## config.mk

```make
export PLATFORM = sky130hd
export DESIGN_NAME = tc_pl_cap_gain_dac_mc
export DESIGN_NICKNAME = d
export VERILOG_FILES = /design/src/rtl/tc_pl_gain_pkg.sv /design/src/rtl/tc_pl_gain_spi_tx.sv /design/src/rtl/tc_pl_cap_gain_dac_mc.sv
export SDC_FILE = /design/constraint.sdc
export NUM_CORES = 1
export LEC_CHECK = 0
export CORE_MARGIN = 5
export CORE_UTILIZATION = 55
export DETAILED_ROUTE_END_ITERATION = 6
export PLACE_DENSITY_LB_ADDON = 0.05
export SYNTH_ARGS = -nofsm -noshare
export SYNTH_HDL_FRONTEND = slang
export SYNTH_HIERARCHICAL = 1
export SYNTH_SLANG_ARGS = --single-unit
```

## constraint.sdc

```tcl
create_clock -name clk -period 6 [get_ports clk]
set_input_delay 0.9 -clock clk [delete_from_list [all_inputs] [get_ports clk]]
set_output_delay 0.9 -clock clk [all_outputs]
set_load 0.1 [all_outputs]
```

## src/rtl/tc_pl_gain_pkg.sv

```systemverilog
// Shared constants, state encoding and helpers for the multi-channel gain DAC loader.
package tc_pl_gain_pkg;

  localparam logic [3:0] CMD_WR_UPD = 4'h3;
  localparam int         CH_ADDR_W  = 4;

  typedef enum logic [2:0] {
    ST_IDLE,
    ST_SCAN,
    ST_LOAD,
    ST_SHIFT,
    ST_GAP,
    ST_LDAC,
    ST_DONE
  } gain_state_t;

  // Command nibble + address nibble + code.
  function automatic int frame_w(input int data_w);
    return 8 + data_w;
  endfunction

endpackage

```

## src/rtl/tc_pl_gain_spi_tx.sv

```systemverilog
// Serialises one SPI frame (mode 0, MSB first) and then holds CSN high for the
// inter-frame gap. start is honoured only when idle; frame_done marks the last
// cycle of the final SCK high phase, gap_done marks the last gap cycle.
module tc_pl_gain_spi_tx #(
  parameter int FRAME_W = 24,
  parameter int CLK_DIV = 2,
  parameter int CS_GAP  = 4
) (
  input  logic               clk,
  input  logic               rst,
  input  logic               start,
  input  logic [FRAME_W-1:0] frame,
  output logic               frame_done,
  output logic               gap_done,
  output logic               sdi,
  output logic               sck,
  output logic               csn
);

  localparam int BIT_W = $clog2(FRAME_W);
  localparam int DIV_W = $clog2(CLK_DIV + 1);
  localparam int GAP_W = $clog2(CS_GAP + 1);

  typedef enum logic [1:0] {TX_IDLE, TX_LOAD, TX_SHIFT, TX_GAP} tx_phase_t;

  tx_phase_t          phase;
  logic [FRAME_W-2:0] shreg;
  logic [BIT_W-1:0]   bit_cnt;
  logic [DIV_W-1:0]   div_cnt;
  logic [GAP_W-1:0]   gap_cnt;

  assign frame_done = (phase == TX_SHIFT) && sck && (div_cnt == '0) && (bit_cnt == '0);
  assign gap_done   = (phase == TX_GAP) && (gap_cnt == '0);

  // Load / shift / gap sequencing; SDI only moves on the SCK falling edge.
  always_ff @(posedge clk) begin
    if (rst) begin
      phase   <= TX_IDLE;
      shreg   <= '0;
      bit_cnt <= '0;
      div_cnt <= '0;
      gap_cnt <= '0;
      sdi     <= 1'b0;
      sck     <= 1'b0;
      csn     <= 1'b1;
    end else begin
      case (phase)
        TX_IDLE: begin
          if (start) begin
            phase   <= TX_LOAD;
            csn     <= 1'b0;
            sdi     <= frame[FRAME_W-1];
            shreg   <= frame[FRAME_W-2:0];
            bit_cnt <= BIT_W'(FRAME_W - 1);
            div_cnt <= DIV_W'(CLK_DIV - 1);
          end
        end
        TX_LOAD: phase <= TX_SHIFT;
        TX_SHIFT: begin
          if (div_cnt != '0) begin
            div_cnt <= div_cnt - 1'b1;
          end else begin
            div_cnt <= DIV_W'(CLK_DIV - 1);
            if (!sck) begin
              sck <= 1'b1;
            end else if (bit_cnt == '0) begin
              sck     <= 1'b0;
              csn     <= 1'b1;
              sdi     <= 1'b0;
              phase   <= TX_GAP;
              gap_cnt <= GAP_W'(CS_GAP - 1);
            end else begin
              sck     <= 1'b0;
              sdi     <= shreg[FRAME_W-2];
              shreg   <= {shreg[FRAME_W-3:0], 1'b0};
              bit_cnt <= bit_cnt - 1'b1;
            end
          end
        end
        TX_GAP: begin
          if (gap_cnt != '0) gap_cnt <= gap_cnt - 1'b1;
          else               phase   <= TX_IDLE;
        end
        default: phase <= TX_IDLE;
      endcase
    end
  end

endmodule

```

## src/rtl/tc_pl_cap_gain_dac_mc.sv

```systemverilog
// Multi-channel capture-gain DAC loader: latches N_CH codes, sends one
// write-and-update frame per channel (optionally only changed ones), then
// strobes LDACN and pulses completion.
//
// state    | meaning
// ---------+-----------------------------------------------------------
// IDLE     | waiting for gset_en
// SCAN     | decide send/skip for channel ch
// LOAD     | CSN low, frame MSB on SDI
// SHIFT    | clocking frame bits out
// GAP      | CSN high between frames
// LDAC     | LDACN held low after the last frame
// DONE     | one-cycle completion pulse
module tc_pl_cap_gain_dac_mc
  import tc_pl_gain_pkg::*;
#(
  parameter int N_CH    = 4,
  parameter int DATA_W  = 16,
  parameter int CLK_DIV = 2,
  parameter int CS_GAP  = 4,
  parameter int LDAC_EN = 1,
  parameter int LDAC_W  = 2
) (
  input  logic                   clk,
  input  logic                   rst,
  input  logic                   gset_en,
  input  logic                   gset_mode,
  input  logic [N_CH*DATA_W-1:0] gset_data,
  output logic                   gset_busy,
  output logic                   gset_adc_cmpt,
  output logic [4:0]             gset_wr_cnt,
  output logic                   DAC0_SDI,
  output logic                   DAC0_SCK,
  output logic                   DAC0_CSN,
  output logic                   DAC0_LDACN
);

  localparam int FRAME_W = frame_w(DATA_W);
  localparam int IDX_W   = (N_CH > 1) ? $clog2(N_CH) : 1;
  localparam int N_SLOT  = 2 ** IDX_W;
  localparam int LDAC_CW = $clog2(LDAC_W + 1);

  gain_state_t        state, state_next;
  logic [IDX_W-1:0]   ch;
  logic [4:0]         wr_cnt;
  logic               mode_q;
  logic [DATA_W-1:0]  codes      [N_SLOT];
  logic [DATA_W-1:0]  cache_code [N_SLOT];
  logic [N_SLOT-1:0]  cache_vld;
  logic [LDAC_CW-1:0] ldac_cnt;
  logic               ldacn_q;

  logic               tx_start, ch_inc, frame_done, gap_done;
  logic               send, last_ch, go_ldac;
  logic [DATA_W-1:0]  cur_code;

  assign cur_code = codes[ch];
  assign send     = !mode_q || !cache_vld[ch] || (cache_code[ch] != cur_code);
  assign last_ch  = (ch == IDX_W'(N_CH - 1));
  assign go_ldac  = (wr_cnt != '0) && (LDAC_EN != 0);

  assign gset_busy     = (state != ST_IDLE);
  assign gset_adc_cmpt = (state == ST_DONE);
  assign DAC0_LDACN    = ldacn_q;

  tc_pl_gain_spi_tx #(
    .FRAME_W (FRAME_W),
    .CLK_DIV (CLK_DIV),
    .CS_GAP  (CS_GAP)
  ) u_tx (
    .clk        (clk),
    .rst        (rst),
    .start      (tx_start),
    .frame      ({CMD_WR_UPD, CH_ADDR_W'(ch), cur_code}),
    .frame_done (frame_done),
    .gap_done   (gap_done),
    .sdi        (DAC0_SDI),
    .sck        (DAC0_SCK),
    .csn        (DAC0_CSN)
  );

  // State register.
  always_ff @(posedge clk) begin
    if (rst) state <= ST_IDLE;
    else     state <= state_next;
  end

  // Next-state decode; tx is kicked from SCAN so CSN falls entering LOAD.
  always_comb begin
    state_next = state;
    tx_start   = 1'b0;
    ch_inc     = 1'b0;
    case (state)
      ST_IDLE: if (gset_en) state_next = ST_SCAN;
      ST_SCAN: begin
        if (send) begin
          state_next = ST_LOAD;
          tx_start   = 1'b1;
        end else if (last_ch) begin
          state_next = go_ldac ? ST_LDAC : ST_DONE;
        end else begin
          ch_inc = 1'b1;
        end
      end
      ST_LOAD:  state_next = ST_SHIFT;
      ST_SHIFT: if (frame_done) state_next = ST_GAP;
      ST_GAP: begin
        if (gap_done) begin
          if (last_ch) begin
            state_next = go_ldac ? ST_LDAC : ST_DONE;
          end else begin
            state_next = ST_SCAN;
            ch_inc     = 1'b1;
          end
        end
      end
      ST_LDAC:  if (ldac_cnt == '0) state_next = ST_DONE;
      ST_DONE:  state_next = ST_IDLE;
      default:  state_next = ST_IDLE;
    endcase
  end

  // Request latch, channel walk, cache update on completed frames, result count.
  always_ff @(posedge clk) begin
    if (rst) begin
      ch          <= '0;
      wr_cnt      <= '0;
      gset_wr_cnt <= '0;
      mode_q      <= 1'b0;
      cache_vld   <= '0;
      for (int k = 0; k < N_SLOT; k++) begin
        codes[k]      <= '0;
        cache_code[k] <= '0;
      end
    end else begin
      if (state == ST_IDLE && gset_en) begin
        mode_q <= gset_mode;
        ch     <= '0;
        wr_cnt <= '0;
        for (int k = 0; k < N_CH; k++) codes[k] <= gset_data[k*DATA_W +: DATA_W];
      end
      if (ch_inc) ch <= ch + 1'b1;
      if (state == ST_SHIFT && frame_done) begin
        cache_code[ch] <= cur_code;
        cache_vld[ch]  <= 1'b1;
        wr_cnt         <= wr_cnt + 1'b1;
      end
      if (state_next == ST_DONE && state != ST_DONE) gset_wr_cnt <= wr_cnt;
    end
  end

  // LDACN is registered so the pin is glitch-free; low exactly while in LDAC.
  always_ff @(posedge clk) begin
    if (rst) begin
      ldac_cnt <= '0;
      ldacn_q  <= 1'b1;
    end else begin
      ldacn_q <= (state_next != ST_LDAC);
      if (state != ST_LDAC)      ldac_cnt <= LDAC_CW'(LDAC_W - 1);
      else if (ldac_cnt != '0)   ldac_cnt <= ldac_cnt - 1'b1;
    end
  end

endmodule
```

==> results of run 1 <==
[cells by family (layout without fill, tap and decap cells)]
family,after synthesis,in the layout,share of synthesized area [%]
other cells,2,6,0.08254
flops,191,191,56.11
simple gates,273,273,14.99
compound gates,118,118,9.104
mux,80,80,11.88
fa+ha+maj,14,14,1.925
xor+xnor,18,18,1.733
buf+inv,79,152,4.180
[metrics by stage]
step	std cells	worst slack, ps	total power [mW]
global route	1072	1148	3.613
global placement	1040	1479	2.371
CTS	1072	1431	3.464
finish	1072	1490	3.441
floorplan	779	2482	2.219
detailed placement	1040	1461	2.397
[layout make-up]
class | count | area, um2 | area share, %
flip-flops and latches | 191 | 5107 | 48.47
multi-input cells | 509 | 3636 | 34.51
clock buffers | 20 | 456.7 | 4.334
clock inverters | 12 | 93.84 | 0.8906
repair buffers | 87 | 843.3 | 8.004
inverters | 33 | 123.9 | 1.176
well taps | 220 | 275.3 | 2.613
[flip-flops by register name, summed over array words and instances (netlist names), named ones only]
signal / cells
ldac_cnt: 2
u_tx/sck: 1
wr_cnt: 5
state: 3
u_tx/div_cnt: 2
DAC0_LDACN: 1
codes: 64
ch: 2
cache_vld: 4
u_tx/bit_cnt: 5
u_tx/gap_cnt: 3
u_tx/sdi: 1
cache_code: 64
u_tx/phase: 2
u_tx/shreg: 23
gset_wr_cnt: 5
u_tx/csn: 1
mode_q: 1
[worst max path at each step]
stage / startpoint / endpoint / slack (ps)
global placement: u_tx/bit_cnt[0]$_SDFFE_PP0P_ / cache_code[2][13]$_SDFFCE_PN0P_ / 1480
global route: u_tx/bit_cnt[0]$_SDFFE_PP0P_ / cache_code[2][0]$_SDFFCE_PN0P_ / 1150
finish: u_tx/bit_cnt[0]$_SDFFE_PP0P_ / cache_code[2][15]$_SDFFCE_PN0P_ / 1490
detailed placement: u_tx/bit_cnt[0]$_SDFFE_PP0P_ / cache_code[2][13]$_SDFFCE_PN0P_ / 1460
floorplan: u_tx/sck$_SDFFE_PP0P_ / cache_code[2][0]$_SDFFCE_PN0P_ / 2480
CTS: u_tx/bit_cnt[0]$_SDFFE_PP0P_ / cache_code[2][15]$_SDFFCE_PN0P_ / 1430
[cells in the final DEF, fill, tap and decap left out, types with 18 or more instances in the layout]
cell	instances
inv_1	29
dfxtp_1	61
and2_1	64
a21oi_1	42
mux2i_1	45
xor2_1	18
clkdlybuf4s50_1	77
nand2_1	43
nor2_1	102
a211oi_1	27
edfxtp_1	128
[layer usage]
| metal | global-route usage [%] | vias up | wire length, um | share of wire (%) |
|---|---|---|---|---|
| met1 | 24.86 | 2859 | 7875 | 42 |
| met2 | 35.77 | 137 | 9798 | 52 |
| met5 | 0 | - | 0 | 0 |
| met3 | 4.310 | 28 | 889 | 4.7 |
| met4 | 5.922 | 0 | 368 | 1.9 |
| li1 | - | 2886 | - | - |
[worst max-delay path: stages (launching register included)]
cell and delay [ps]:
dfxtp_1 340, inv_1 100, ha_1 210, nor4b_2 530
nand2_1 100, buf_4 240, nor2_1 200, nand2_1 130
or3_1 720, or3_1 770, nand2b_1 770
[report_power, final]
| part | switching (mW) | internal [mW] |
|---|---|---|
| logic | 0.443 | 0.291 |
| registers | 0.0789 | 1.55 |
| clock network | 0.483 | 0.591 |
==> out/metrics.yaml, run 1 <==
hold_ws_ps: 441.3
syn_avg_cell_area_um2: 11.74
synthFlopType: "edfxtp_1"
cp-end-kind: "flop"
drv_slew: 0
wl_per_cell_um: 17.66
hold_buffers: 0
async_reset_ff_share_pct: 0
grt_pass1_vias: 6091
num-fill-cells: 1250
initial_core_util_pct: 55.46
r2r_slack_ps: 1490
required_ps: 6050
reg2reg_depth: 10
post_dp_cell_area_mm2: 0.009986
slew_headroom_pct: 28.04
num_vias: 5910
dr.first_iter.drc_count: 385
cts_root_buffer: "clkbuf_16"
antenna_left: 0
holdPathStages: 1
synth_area_leader_cell: "edfxtp_1"
clock.fmax_mhz: 221.8
syn_inst: 775
antenna_found_initial: 0
hold_end: "u_tx/gap_cnt[0]$_SDFFE_PP0P_"
hp-start: "u_tx/gap_cnt[0]$_SDFFE_PP0P_"
insertion_delay_ps: 430
gp_congestion: 0.8834
synth_edf_count: 128
h-tree-depth: 4
grt.total_usage_pct: 20.14
dieWidth_um: 138.6
post_cts.repair.setup_buffers: 0
wl_um: 18930
synth.most_common_cell: "edfxtp_1"
period_needed_ps: 4510
nets: 921
ctsResizeCount: 0
max-cap-violations: 0
clock-sinks: 191
dr.pass1.iters: 5
grt_pass1_wl_um: 31210
pin_count: 79
grt_max_degree: 73
ir_worst_vdd_uv: 231.3
setup_viol: 0
finish.instance_area_mm2: 0.01054
power_density_mw_per_mm2: 326.6
cts_buffer_depth: 2
rr_startpoint: "u_tx/bit_cnt[0]$_SDFFE_PP0P_"
clk_pin_slew_worst_paths_ps: 70
synth_common_cells: "edfxtp_1 (128), nor2_1 (103), and2_1 (64), dfxtp_1 (63), mux2i_1 (45)"
setup_tns_ps: 0
critPathMaxFanout: 23
dieArea_mm2: 0.01922
die-height_um: 138.6
yosys_register_bits: 191
yosysSeqAreaShare_pct: 56.11
synthTopCellsByArea: "edfxtp_1 (42%), dfxtp_1 (14%), mux2i_1 (5.0%)"
setup.worst_path.start_class: "flop"
crit_arrival_ps: 4560
vias_per_cell: 5.513
finalHoldViolations: 0
p_leak_nw: 3.839
drc_errors: 0
synth.cell_area_mm2: 0.009099
final_core_util_pct: 64.22
period_share_pct: 75.16
yosys_warnings: 6
netlist.area_leader.share_pct: 42.24
cts_tree: "built"
place_hpwl_um: 13130
drive_gt1_share_pct: 12.68
finClkSkew_ps: 9.724
io_buffer_count: 78
run_status: "complete, no violations"
core-area_mm2: 0.01641
num_rows: 47
regToRegEndpoint: "cache_code[2][15]$_SDFFCE_PN0P_"
worst_pin_slew_ps: 1079
rsz0062_at_grt: "false"
ys_types: 62
num_antenna_cells: 0
worstHoldPathType: "reg -> reg"
area_growth_pct: 15.80
crit_type: "reg -> reg"
grt_overflow: 0
numCtsBuffers: 17
Power figures use the tool's default switching activity.
==> run 2, diff against run 1 <==
--- a/config.mk
+++ b/config.mk
@@ -6,7 +6,7 @@
 export NUM_CORES = 1
 export LEC_CHECK = 0
 export CORE_MARGIN = 5
-export CORE_UTILIZATION = 55
+export CORE_UTILIZATION = 52
 export DETAILED_ROUTE_END_ITERATION = 6
 export PLACE_DENSITY_LB_ADDON = 0.05
 export SYNTH_ARGS = -nofsm -noshare
==> constraint.sdc (replaced) <==
create_clock -name clk -period 3.6 [get_ports clk]
set_input_delay 0.54 -clock clk [delete_from_list [all_inputs] [get_ports clk]]
set_output_delay 0.54 -clock clk [all_outputs]
set_load 0.1 [all_outputs]
==> run 2 against run 1 <==
- non-clock buffer count is 17 higher
- critical path depth is 5 higher
- largest cell class unchanged
- maximum frequency is 35% higher
- critical endpoint is now u_tx/shreg[13]$_SDFFE_PP0P_
- highest routed layer unchanged
==> out/metrics.yaml, run 2 (synthesis results as in run 1) <==
run_status: "complete, no violations"
setup_viol: 0
finClkSkew_ps: 6.867
die-height_um: 142.3
clk_pin_slew_worst_paths_ps: 70
num-fill-cells: 1320
num_rows: 48
finish.instance_area_mm2: 0.01080
period_needed_ps: 3340
wirelength_met1_um: 8223
required_ps: 3880
drv_slew: 0
hp-start: "u_tx/gap_cnt[0]$_SDFFE_PP0P_"
top_layer: "met4"
nets: 938
drive_gt1_share_pct: 15.30
cp-end-kind: "flop"
crit_type: "reg -> reg"
area_growth_pct: 18.70
hold_ws_ps: 454.2
final_cell_mix: "edfxtp_1 (128), nor2_1 (102), clkdlybuf4s50_1 (75)"
initial_core_util_pct: 52.79
pin_count: 79
finalHoldViolations: 0
drc_errors: 0
largestRegisters: "cache_code x64, codes x64, u_tx/shreg x23"
wl_um: 19630
ir_worst_vdd_uv: 490.6
fin_ws_ps: 259.6
worst_pin_slew_ps: 979.9
numCtsBuffers: 17
grt_pass1_vias: 6219
insertion_delay_ps: 430
dieArea_mm2: 0.02024
wl_met3_um: 724
wl_met2_um: 10270
dr.pass1.iters: 5
h-tree-depth: 4
grt.total_usage_pct: 19.98
critPathMaxFanout: 28
clock.fmax_mhz: 299.4
max-cap-violations: 0
grt_pass1_wl_um: 31530
num_vias: 5986
dieWidth_um: 142.3
slew_headroom_pct: 34.47
dr.first_iter.drc_count: 403
period_share_pct: 92.79
grt_overflow: 0
dp_slack_ps: -13.41
core-area_mm2: 0.01724
layout_commonest_cell: "edfxtp_1"
cts_tree: "built"
antenna_found_initial: 0
setup.worst_path.start_class: "flop"
post_dp_cell_area_mm2: 0.01016
cts_buffer_depth: 2
io_buffer_count: 78
vias_per_cell: 5.472
clock-sinks: 191
num_antenna_cells: 0
rsz0062_at_grt: "false"
wl_per_cell_um: 17.94
worstHoldPathType: "reg -> reg"
cts_root_buffer: "clkbuf_16"
grt_max_degree: 65
power_density_mw_per_mm2: 556.2
place_hpwl_um: 13620
gp_congestion: 0.8281
crit_arrival_ps: 3620
antenna_left: 0
p_leak_nw: 3.947
-- run 2: cell count changes in the layout (fill, tap and decap cells not counted), sizes merged --
cell / change
bufinv: +2
clkinv: +2
buf: +19
clkbuf: -3
inv: -4
clkinvlp: +3
clkdlybuf4s50: -2
-- run 2: repair_timing --
item / CTS / global route
hold buffers: 0 / 0
buffers inserted: 0 / 0
gates resized for setup: 1 / 0
endpoints found under the setup margin: 1 / 0
-- run 2: cell type report --
| cell class | instances | area (um2) | share of cell area, % |
|---|---|---|---|
| Sequential cell | 191 | 5107 | 47.29 |
| Inverter | 33 | 123.9 | 1.147 |
| Tap cell | 225 | 281.5 | 2.607 |
| Clock buffer | 17 | 425.4 | 3.939 |
| Timing Repair Buffer | 104 | 1016 | 9.407 |
| Multi-Input combinational cell | 509 | 3643 | 33.73 |
| Clock inverter | 15 | 202.7 | 1.877 |
-- run 2: routing by layer --
| metal | track usage, % | up-vias |
|---|---|---|
| li1 | - | 2910 |
| met1 | 24.47 | 2896 |
| met2 | 35.65 | 151 |
| met3 | 3.360 | 29 |
| met4 | 7.071 | 0 |
| met5 | 0 | - |
-- run 2: final timing paths --
check / endpoint / slack [ps] / cells past startpoint
setup / recovery: u_tx/shreg[13]$_SDFFE_PP0P_ / 260 / 15
hold / removal: u_tx/gap_cnt[0]$_SDFFE_PP0P_ / 450 / 1
setup reg to reg: u_tx/shreg[13]$_SDFFE_PP0P_ / 260 / 15
hold reg to reg: u_tx/gap_cnt[0]$_SDFFE_PP0P_ / 450 / 1
-- run 2: critical path: stages, from the launching register on --
cell      delay [ps]
dfxtp_2          460
buf_4            200
mux2_4           300
o21ai_2          270
inv_1            130
xor2_1           210
nor4_1           250
nand4_1          190
nor2_1           220
nor2_1           100
mux2i_1          200
buf_4            170
a21oi_4           40
buf_12           190
a21oi_1          180
a211oi_1          70
-- run 2: report_power, final --
group | switching, mW | internal [mW]
clock network | 0.864 | 1.12
registers | 0.134 | 2.59
logic | 0.769 | 0.534
total | 1.77 | 4.24
-- run 2: stage by stage --
step	instances	utilization (%)	setup TNS, ps	power (mW)
4_1_cts	1094	62.66	0	6.039
6_report	1094	62.66	0	6.007
5_1_grt	1094	62.66	0	6.285
3_3_place_gp	1062	58.97	0	4.007
2_1_floorplan	779	-	0	3.699
3_5_place_dp	1062	58.97	-13.41	4.063
